$ cat config.mk
export PLATFORM = sky130hd
export DESIGN_NAME = btn_conditioner
export DESIGN_NICKNAME = d
export VERILOG_FILES = /design/src/rtl/btn_conditioner_pkg.sv /design/src/rtl/btn_channel.sv /design/src/rtl/btn_conditioner.sv
export SDC_FILE = /design/constraint.sdc
export NUM_CORES = 1
export LEC_CHECK = 0
export CORE_ASPECT_RATIO = 1.2
export CORE_MARGIN = 2
export CORE_UTILIZATION = 47
export DETAILED_ROUTE_END_ITERATION = 10
export PLACE_DENSITY = 0.68
export SLEW_MARGIN = 20
export SYNTH_ARGS = -nofsm -noshare
export SYNTH_HDL_FRONTEND = slang
export SYNTH_SLANG_ARGS = --single-unit
$ cat constraint.sdc
create_clock -name clk25M -period 4.02 [get_ports clk25M]
set_clock_uncertainty 0.05 [all_clocks]
set_input_delay 0.603 -clock clk25M [delete_from_list [all_inputs] [get_ports clk25M]]
set_output_delay 0.603 -clock clk25M [all_outputs]
set_load 0.02 [all_outputs]
$ cat src/rtl/btn_conditioner_pkg.sv
// ============================================================================
// Module   : btn_conditioner_pkg
// Brief    : Shared timing defaults, repeat-FSM encodings and sizing helper.
// Revision : 1.0
// ============================================================================
`default_nettype none

package btn_conditioner_pkg;

    // 10 ms / 500 ms / 200 ms at 25 MHz
    localparam int c_debounce_cycles = 250000;
    localparam int c_repeat_delay    = 12500000;
    localparam int c_repeat_period   = 5000000;

    localparam int c_st_w = 2;
    localparam logic [c_st_w-1:0] c_st_idle   = 2'd0;
    localparam logic [c_st_w-1:0] c_st_delay  = 2'd1;
    localparam logic [c_st_w-1:0] c_st_repeat = 2'd2;

    function automatic int cnt_width(input int n);
        return (n < 2) ? 1 : $clog2(n);
    endfunction

endpackage

`default_nettype wire

$ cat src/rtl/btn_channel.sv
// ============================================================================
// Module   : btn_channel
// Brief    : One button: 2-flop sync, debounce, press pulse, optional repeat.
// Revision : 1.0
// ============================================================================
`default_nettype none

module btn_channel
    import btn_conditioner_pkg::*;
#(
    parameter int DEBOUNCE_CYCLES = c_debounce_cycles,
    parameter int REPEAT_DELAY    = c_repeat_delay,
    parameter int REPEAT_PERIOD   = c_repeat_period,
    parameter bit REPEAT_EN       = 1'b1
) (
    input  logic clk25M,
    input  logic rst,
    input  logic btn,
    output logic pulse
);

    localparam int c_db_w = cnt_width(DEBOUNCE_CYCLES);
    localparam logic [c_db_w-1:0] c_db_last = c_db_w'(DEBOUNCE_CYCLES - 1);
    localparam logic [c_db_w-1:0] c_db_max  = '1;
    localparam logic [c_db_w-1:0] c_db_one  = c_db_w'(1);

    logic [1:0]        r_sync;
    logic [c_db_w-1:0] r_db_cnt;
    logic              r_level;
    logic              r_level_d;
    logic              r_press;
    logic              w_differs;
    logic              w_accept;

    assign w_differs = (r_sync[1] != r_level);
    assign w_accept  = w_differs && (r_db_cnt == c_db_last);

    always_ff @(posedge clk25M or negedge rst) begin
        if (!rst) begin
            r_sync    <= 2'b00;
            r_db_cnt  <= '0;
            r_level   <= 1'b0;
            r_level_d <= 1'b0;
            r_press   <= 1'b0;
        end else begin
            r_sync    <= {r_sync[0], btn};
            r_level_d <= r_level;
            r_press   <= r_level & ~r_level_d;
            if (!w_differs || w_accept) begin
                r_db_cnt <= '0;
            end else if (r_db_cnt != c_db_max) begin
                r_db_cnt <= r_db_cnt + c_db_one;
            end
            if (w_accept) begin
                r_level <= r_sync[1];
            end
        end
    end

    if (REPEAT_EN) begin : g_repeat
        localparam int c_rc_lim = (REPEAT_DELAY > REPEAT_PERIOD) ? REPEAT_DELAY : REPEAT_PERIOD;
        localparam int c_rc_w   = cnt_width(c_rc_lim);
        localparam logic [c_rc_w-1:0] c_delay_last  = c_rc_w'(REPEAT_DELAY - 1);
        localparam logic [c_rc_w-1:0] c_period_last = c_rc_w'(REPEAT_PERIOD - 1);
        localparam logic [c_rc_w-1:0] c_rc_max      = '1;
        localparam logic [c_rc_w-1:0] c_rc_one      = c_rc_w'(1);

        logic [c_st_w-1:0] r_state;
        logic [c_st_w-1:0] w_state_next;
        logic [c_rc_w-1:0] r_rcnt;
        logic [c_rc_w-1:0] w_rcnt_next;
        logic              w_fire;
        logic              r_pulse;

        always_ff @(posedge clk25M or negedge rst) begin
            if (!rst) begin
                r_state <= c_st_idle;
                r_rcnt  <= '0;
                r_pulse <= 1'b0;
            end else begin
                r_state <= w_state_next;
                r_rcnt  <= w_rcnt_next;
                r_pulse <= w_fire;
            end
        end

        // A released button leaves DELAY/REPEAT immediately, before any count match
        always_comb begin
            w_state_next = r_state;
            case (r_state)
                c_st_idle: begin
                    if (r_press) w_state_next = c_st_delay;
                end
                c_st_delay: begin
                    if (!r_level)                    w_state_next = c_st_idle;
                    else if (r_rcnt == c_delay_last) w_state_next = c_st_repeat;
                end
                c_st_repeat: begin
                    if (!r_level) w_state_next = c_st_idle;
                end
                default: w_state_next = c_st_idle;
            endcase
        end

        always_comb begin
            w_fire      = 1'b0;
            w_rcnt_next = r_rcnt;
            case (r_state)
                c_st_idle: begin
                    w_rcnt_next = '0;
                    w_fire      = r_press;
                end
                c_st_delay, c_st_repeat: begin
                    if (!r_level) begin
                        w_rcnt_next = '0;
                    end else if (r_rcnt == ((r_state == c_st_delay) ? c_delay_last : c_period_last)) begin
                        w_fire      = 1'b1;
                        w_rcnt_next = '0;
                    end else if (r_rcnt != c_rc_max) begin
                        w_rcnt_next = r_rcnt + c_rc_one;
                    end
                end
                default: w_rcnt_next = '0;
            endcase
        end

        assign pulse = r_pulse;
    end else begin : g_no_repeat
        logic r_pulse;

        always_ff @(posedge clk25M or negedge rst) begin
            if (!rst) begin
                r_pulse <= 1'b0;
            end else begin
                r_pulse <= r_press;
            end
        end

        assign pulse = r_pulse;
    end

endmodule

`default_nettype wire

$ cat src/rtl/btn_conditioner.sv
// ============================================================================
// Module   : btn_conditioner
// Brief    : Five independent button channels; directions auto-repeat.
// Revision : 1.0
// ============================================================================
`default_nettype none

module btn_conditioner
    import btn_conditioner_pkg::*;
#(
    parameter int DEBOUNCE_CYCLES = c_debounce_cycles,
    parameter int REPEAT_DELAY    = c_repeat_delay,
    parameter int REPEAT_PERIOD   = c_repeat_period
) (
    input  logic clk25M,
    input  logic rst,
    input  logic btn_up,
    input  logic btn_down,
    input  logic btn_right,
    input  logic btn_left,
    input  logic btn_mark,
    output logic up,
    output logic down,
    output logic right,
    output logic left,
    output logic mark
);

    btn_channel #(
        .DEBOUNCE_CYCLES(DEBOUNCE_CYCLES), .REPEAT_DELAY(REPEAT_DELAY),
        .REPEAT_PERIOD(REPEAT_PERIOD), .REPEAT_EN(1'b1)
    ) u_up (.clk25M(clk25M), .rst(rst), .btn(btn_up), .pulse(up));

    btn_channel #(
        .DEBOUNCE_CYCLES(DEBOUNCE_CYCLES), .REPEAT_DELAY(REPEAT_DELAY),
        .REPEAT_PERIOD(REPEAT_PERIOD), .REPEAT_EN(1'b1)
    ) u_down (.clk25M(clk25M), .rst(rst), .btn(btn_down), .pulse(down));

    btn_channel #(
        .DEBOUNCE_CYCLES(DEBOUNCE_CYCLES), .REPEAT_DELAY(REPEAT_DELAY),
        .REPEAT_PERIOD(REPEAT_PERIOD), .REPEAT_EN(1'b1)
    ) u_right (.clk25M(clk25M), .rst(rst), .btn(btn_right), .pulse(right));

    btn_channel #(
        .DEBOUNCE_CYCLES(DEBOUNCE_CYCLES), .REPEAT_DELAY(REPEAT_DELAY),
        .REPEAT_PERIOD(REPEAT_PERIOD), .REPEAT_EN(1'b1)
    ) u_left (.clk25M(clk25M), .rst(rst), .btn(btn_left), .pulse(left));

    // Mark is a toggle action in the game, so holding it must not repeat
    btn_channel #(
        .DEBOUNCE_CYCLES(DEBOUNCE_CYCLES), .REPEAT_DELAY(REPEAT_DELAY),
        .REPEAT_PERIOD(REPEAT_PERIOD), .REPEAT_EN(1'b0)
    ) u_mark (.clk25M(clk25M), .rst(rst), .btn(btn_mark), .pulse(mark));

endmodule

`default_nettype wire

==> results by stage <==
Setup path:
- In this run the critical register-to-register path is captured at u_down.g_repeat.r_rcnt[0].
- The critical register-to-register path startpoint is u_down.g_repeat.r_state[1].
- The worst setup path is captured at a flip-flop.
- The arrival time reported for the critical path endpoint is around 3.0 ns.
- The worst register-to-register path has a setup slack of approximately 1.4 ns.
- The worst setup path is launched from a flip-flop.
- The worst reg-to-reg path cell count is 8.
- The worst path buffer plus inverter count is 1.
- Traced cell by cell, the critical path runs through inv_1, ha_1, or4_1, o22ai_1, o2111ai_1, nand3_1, nand2b_1, mux2i_1.
- The cell with the largest stage delay on the worst path is sky130_fd_sc_hd__nand3_1.
- In this run the worst path has a maximum fanout of 24.
- The delay of the slowest cell on the worst path is 0.57 ns.
- The required time reported for the critical path endpoint is 4.35 ns.
- On the critical path the largest part of the delay comes from simple AND/OR/NAND/NOR gates.
- By startpoint and endpoint, the worst setup path is classified as flip-flop to flip-flop.

Clock network:
- The number of cells upsized or downsized after cts is 0.
- After clock tree synthesis, the setup repair step added 0 buffers.
- The TritonCTS clock tree is built.
- Clock tree synthesis found a total of 224 sinks.
- Clock tree synthesis selected as its root buffer the cell sky130_fd_sc_hd__clkbuf_16.
- The later pin in the worst-skew pair is clocked with a latency of between 0.5 and 0.6 ns.
- The longest clock path from root to sink contains 3 buffers.
- The number of hold buffers added after CTS is 0.
- The H-tree level count is 1.
- The clock slew at the register clock pins of the worst setup and hold paths is 0.06 ns.
- In this run, CTS created clock tree buffers numbering 25.

Placed design:
- The weighted congestion reported at the end of routability-driven placement is just over 0.8.
- During placement, the flow inserted port buffers numbering 11.
- The worst setup timing slack at the placement stage is 1.38 ns.
- The detailed placement HPWL is 14500 um.

Floorplanning:
- In this run the horizontal extent of the chip is 148 um.
- The floorplan step defined a die boundary enclosing 0.0261 sq mm.
- During I/O placement, the number of pins put on the boundary was 12.
- The floorplan has 63 rows.
- The initial utilization of the core area, before any placement, comes to 0.475.
- From bottom edge to top edge, the die measures around 180 um.
- The total area inside the core boundary comes to 0.0245 sq mm.

Timing:
- In the final timing run, aggregate negative setup slack is 0 ns.
- In this run the tightest slew margin relative to its limit is 0.441.
- Across all hold checks on the routed design, the worst slack comes to roughly 0.057 ns.
- The share of the clock period used by the worst path after layout is 0.652.
- The number of hold-slack violations in the final timing report is 0.
- The fmax is 382 MHz.
- The smallest clock period supported by the final layout is computed as 2.62 ns.
- Setup violations remaining at the end of the flow were counted as 0.
- Setup slack closes at roughly 1.4 ns.
- For the pin with the worst max-slew slack, the measured transition is 0.839 ns.
- Setup repair after global routing left no endpoint under its margin.
- The max-slew violation count was 0.

Yosys:
- Synthesis produced 1223 cells.
- The fraction of registers with async set/reset is 1.00.
- Counting flops and latches in the post-synthesis netlist gives 224.
- The number of nets in the synthesized netlist is 1255.
- The commonest register cell after synthesis is sky130_fd_sc_hd__dfrtp_1.
- The post-synthesis instance area is 0.0116 sq mm.
- The count of different cell masters after synthesis is 65.
- The Yosys step of the flow raised 0 warnings.
- Of the synthesized area, sequential elements account for 0.481.
- The synthesized area divided by synthesized cell count is roughly 9.5 sq um.
- The count of flip-flops with a built-in enable after synthesis is 0.

Power and ir drop:
- In this run the power density over the cells is between 300 and 400 mW/mm^2.
- Across the VDD grid, the largest voltage drop is 0.315 mV.
- The power after layout is 4.58 mW.
- The standby leakage power is 5.23 nW.

Route:
- The first detailed-routing pass ran for 5 iterations.
- The via count normalized by instance count is 5.59.
- The post-detailed-route count of antenna-violating nets is 0.
- After detailed routing, the total wire length is around 22000 um.
- The first routing iteration left 434 violations.
- The routed layout has 8754 vias.
- The mean routed wirelength per cell is about 14 um.
- The number of DRC violations after detailed routing is 0.

Status:
- The run finished with clean final reports.

GRT:
- Entering global routing, the biggest net connects 106 pins.
- In the global route stage, overall resource usage came out at 0.173.
- The global-route wire length before repair is 39200 um.
- The number of antenna violations at the first check in global routing is 0.
- The number of global-route vias before repair is 8622.
- Global routing finished with a remaining overflow of 0.

Cells and area:
- The multi-input combinational cells in the finished layout cover a total of 0.00576 sq mm.
- Of the cells placed in the final design, the portion with a size suffix greater than 1 is 0.0548.
- The fill cell total of the finished layout is 2214.
- After the last flow step, the layout net total stands at 1259.
- The area growth from synthesis to layout is 10.3%.
- The total inserted antenna cells is 0.
- Registers take ~0.0056 sq mm.

Job:
- The max-capacitance violation count is 0.

Hold path:
- The path class of the tightest hold or removal check is input pin to asynchronous set/reset pin.
-- cell families (layout without fill, tap and decap cells) --
family / Yosys count / in the layout / synth area share
and+or+nand+nor: 564 / 564 / 0.253
DFF: 224 / 224 / 0.481
AOI/OAI and AO/OA: 177 / 177 / 0.0892
xor gates and xnor gates: 150 / 150 / 0.113
buffers and inverters: 69 / 88 / 0.0240
adders and majority gates: 25 / 25 / 0.0269
muxes: 14 / 14 / 0.0126
-- how the worst max path moves through the flow --
stage | from | depth (start not counted) | endpoint
finish | u_down.g_repeat.r_state[1] | 8 | u_down.g_repeat.r_rcnt[0]
global route | u_down.g_repeat.r_state[1] | 7 | u_down.g_repeat.r_rcnt[8]
CTS | u_down.g_repeat.r_state[1] | 7 | u_down.g_repeat.r_rcnt[5]
detailed placement | u_down.g_repeat.r_state[1] | 7 | u_down.g_repeat.r_rcnt[5]
global placement | u_left.g_repeat.r_rcnt[10] | 6 | u_left.g_repeat.r_rcnt[0]
floorplan | u_right.g_repeat.r_state[1] | 9 | u_right.g_repeat.r_rcnt[10]
-- per-stage QoR --
step / instance area [sq um] / utilization / std cells
2_1_floorplan: 11600 / - / 1223
3_3_place_gp: 12100 / 0.492 / 1525
3_5_place_dp: 12100 / 0.492 / 1525
4_1_cts: 12800 / 0.524 / 1567
5_1_grt: 12800 / 0.524 / 1567
6_report: 12800 / 0.524 / 1567
-- synth_stat cells (2+ instances only) --
library cell / instances / area (sq um)
sky130_fd_sc_hd__buf_2: 5 / 25.0
sky130_fd_sc_hd__and4b_1: 2 / 20.0
sky130_fd_sc_hd__o22a_1: 2 / 17.5
sky130_fd_sc_hd__mux2i_1: 9 / 90.1
sky130_fd_sc_hd__nand2_1: 92 / 345
sky130_fd_sc_hd__mux2_2: 5 / 56.3
sky130_fd_sc_hd__a31oi_1: 11 / 68.8
sky130_fd_sc_hd__nand2b_1: 14 / 87.6
sky130_fd_sc_hd__clkbuf_1: 28 / 105
sky130_fd_sc_hd__inv_1: 29 / 109
sky130_fd_sc_hd__nand4b_1: 3 / 26.3
sky130_fd_sc_hd__nor2b_1: 8 / 50.1
sky130_fd_sc_hd__or2_2: 5 / 31.3
sky130_fd_sc_hd__or4b_2: 4 / 40.0
sky130_fd_sc_hd__nor4b_1: 11 / 96.3
sky130_fd_sc_hd__nor3_1: 34 / 170
sky130_fd_sc_hd__or3_1: 7 / 43.8
sky130_fd_sc_hd__nand4_1: 56 / 350
sky130_fd_sc_hd__and2_1: 7 / 43.8
sky130_fd_sc_hd__a21boi_0: 2 / 15.0
sky130_fd_sc_hd__nor4_1: 17 / 106
sky130_fd_sc_hd__buf_4: 3 / 22.5
sky130_fd_sc_hd__a21oi_1: 24 / 120
sky130_fd_sc_hd__ha_1: 25 / 313
sky130_fd_sc_hd__clkbuf_2: 2 / 10.0
sky130_fd_sc_hd__o21a_1: 2 / 15.0
sky130_fd_sc_hd__xnor2_1: 54 / 473
sky130_fd_sc_hd__nor2_1: 139 / 522
sky130_fd_sc_hd__nand3_1: 90 / 450
sky130_fd_sc_hd__nand3b_1: 5 / 37.5
sky130_fd_sc_hd__a21o_1: 2 / 15.0
sky130_fd_sc_hd__and4_1: 12 / 105
sky130_fd_sc_hd__xor2_1: 96 / 841
sky130_fd_sc_hd__nor4bb_1: 3 / 30.0
sky130_fd_sc_hd__nor2_2: 2 / 12.5
sky130_fd_sc_hd__and3_1: 34 / 213
sky130_fd_sc_hd__o21ai_0: 105 / 526
sky130_fd_sc_hd__dfrtp_1: 224 / 5610
sky130_fd_sc_hd__o211ai_1: 2 / 15.0
sky130_fd_sc_hd__a211oi_1: 10 / 75.1
sky130_fd_sc_hd__o22ai_1: 5 / 31.3
sky130_fd_sc_hd__or4b_1: 3 / 30.0
sky130_fd_sc_hd__or4_1: 3 / 22.5
sky130_fd_sc_hd__nor3b_1: 6 / 45.0
-- metal layers --
| layer | up-vias | global-route usage | wire length (um) |
|---|---|---|---|
| met4 | 0 | 0.0433 | 360 |
| met3 | 30 | 0.0220 | 643 |
| met5 | - | 0 | 0 |
| met1 | 4269 | 0.231 | 10300 |
| li1 | 4360 | - | - |
| met2 | 95 | 0.300 | 10700 |
-- state kept, by name (all words and copies together) (netlist names), 24 cells and up --
register,count
u_right.g_repeat.r_rcnt,24
u_left.g_repeat.r_rcnt,24
u_down.g_repeat.r_rcnt,24
u_up.g_repeat.r_rcnt,24
-- power by group --
part	internal [mW]	switching [mW]	leakage [nW]
registers	2.27	0.0150	3.09
logic	0.0239	0.0688	1.74
clock network	1.33	0.871	0.391
total	3.62	0.955	5.23
-- cell usage in the layout, fill, tap and decap left out, types with 11 or more instances in the layout --
cell type	netlist	final
sky130_fd_sc_hd__xor2_1	96	96
sky130_fd_sc_hd__dfrtp_1	224	224
sky130_fd_sc_hd__nor4_1	17	17
sky130_fd_sc_hd__clkbuf_16	0	25
sky130_fd_sc_hd__nand4_1	56	56
sky130_fd_sc_hd__nor4b_1	11	11
sky130_fd_sc_hd__and4_1	12	12
sky130_fd_sc_hd__a31oi_1	11	11
sky130_fd_sc_hd__and3_1	34	34
sky130_fd_sc_hd__nand2_1	92	92
sky130_fd_sc_hd__inv_1	29	29
sky130_fd_sc_hd__o21ai_0	105	105
sky130_fd_sc_hd__a21oi_1	24	24
sky130_fd_sc_hd__nand3_1	90	90
sky130_fd_sc_hd__nand2b_1	14	14
sky130_fd_sc_hd__nor2_1	139	139
sky130_fd_sc_hd__nor3_1	34	34
sky130_fd_sc_hd__ha_1	25	25
sky130_fd_sc_hd__xnor2_1	54	54
-- layout make-up --
| class | instances | share of cell area |
|---|---|---|
| multi-input cells | 930 | 0.448 |
| flip-flops and latches | 224 | 0.436 |
| inverters | 30 | 0.00877 |
| clock inverters | 5 | 0.00438 |
| repair buffers | 16 | 0.0129 |
| clock buffers | 37 | 0.0577 |
| well taps | 325 | 0.0317 |
Power figures use the tool's default switching activity.
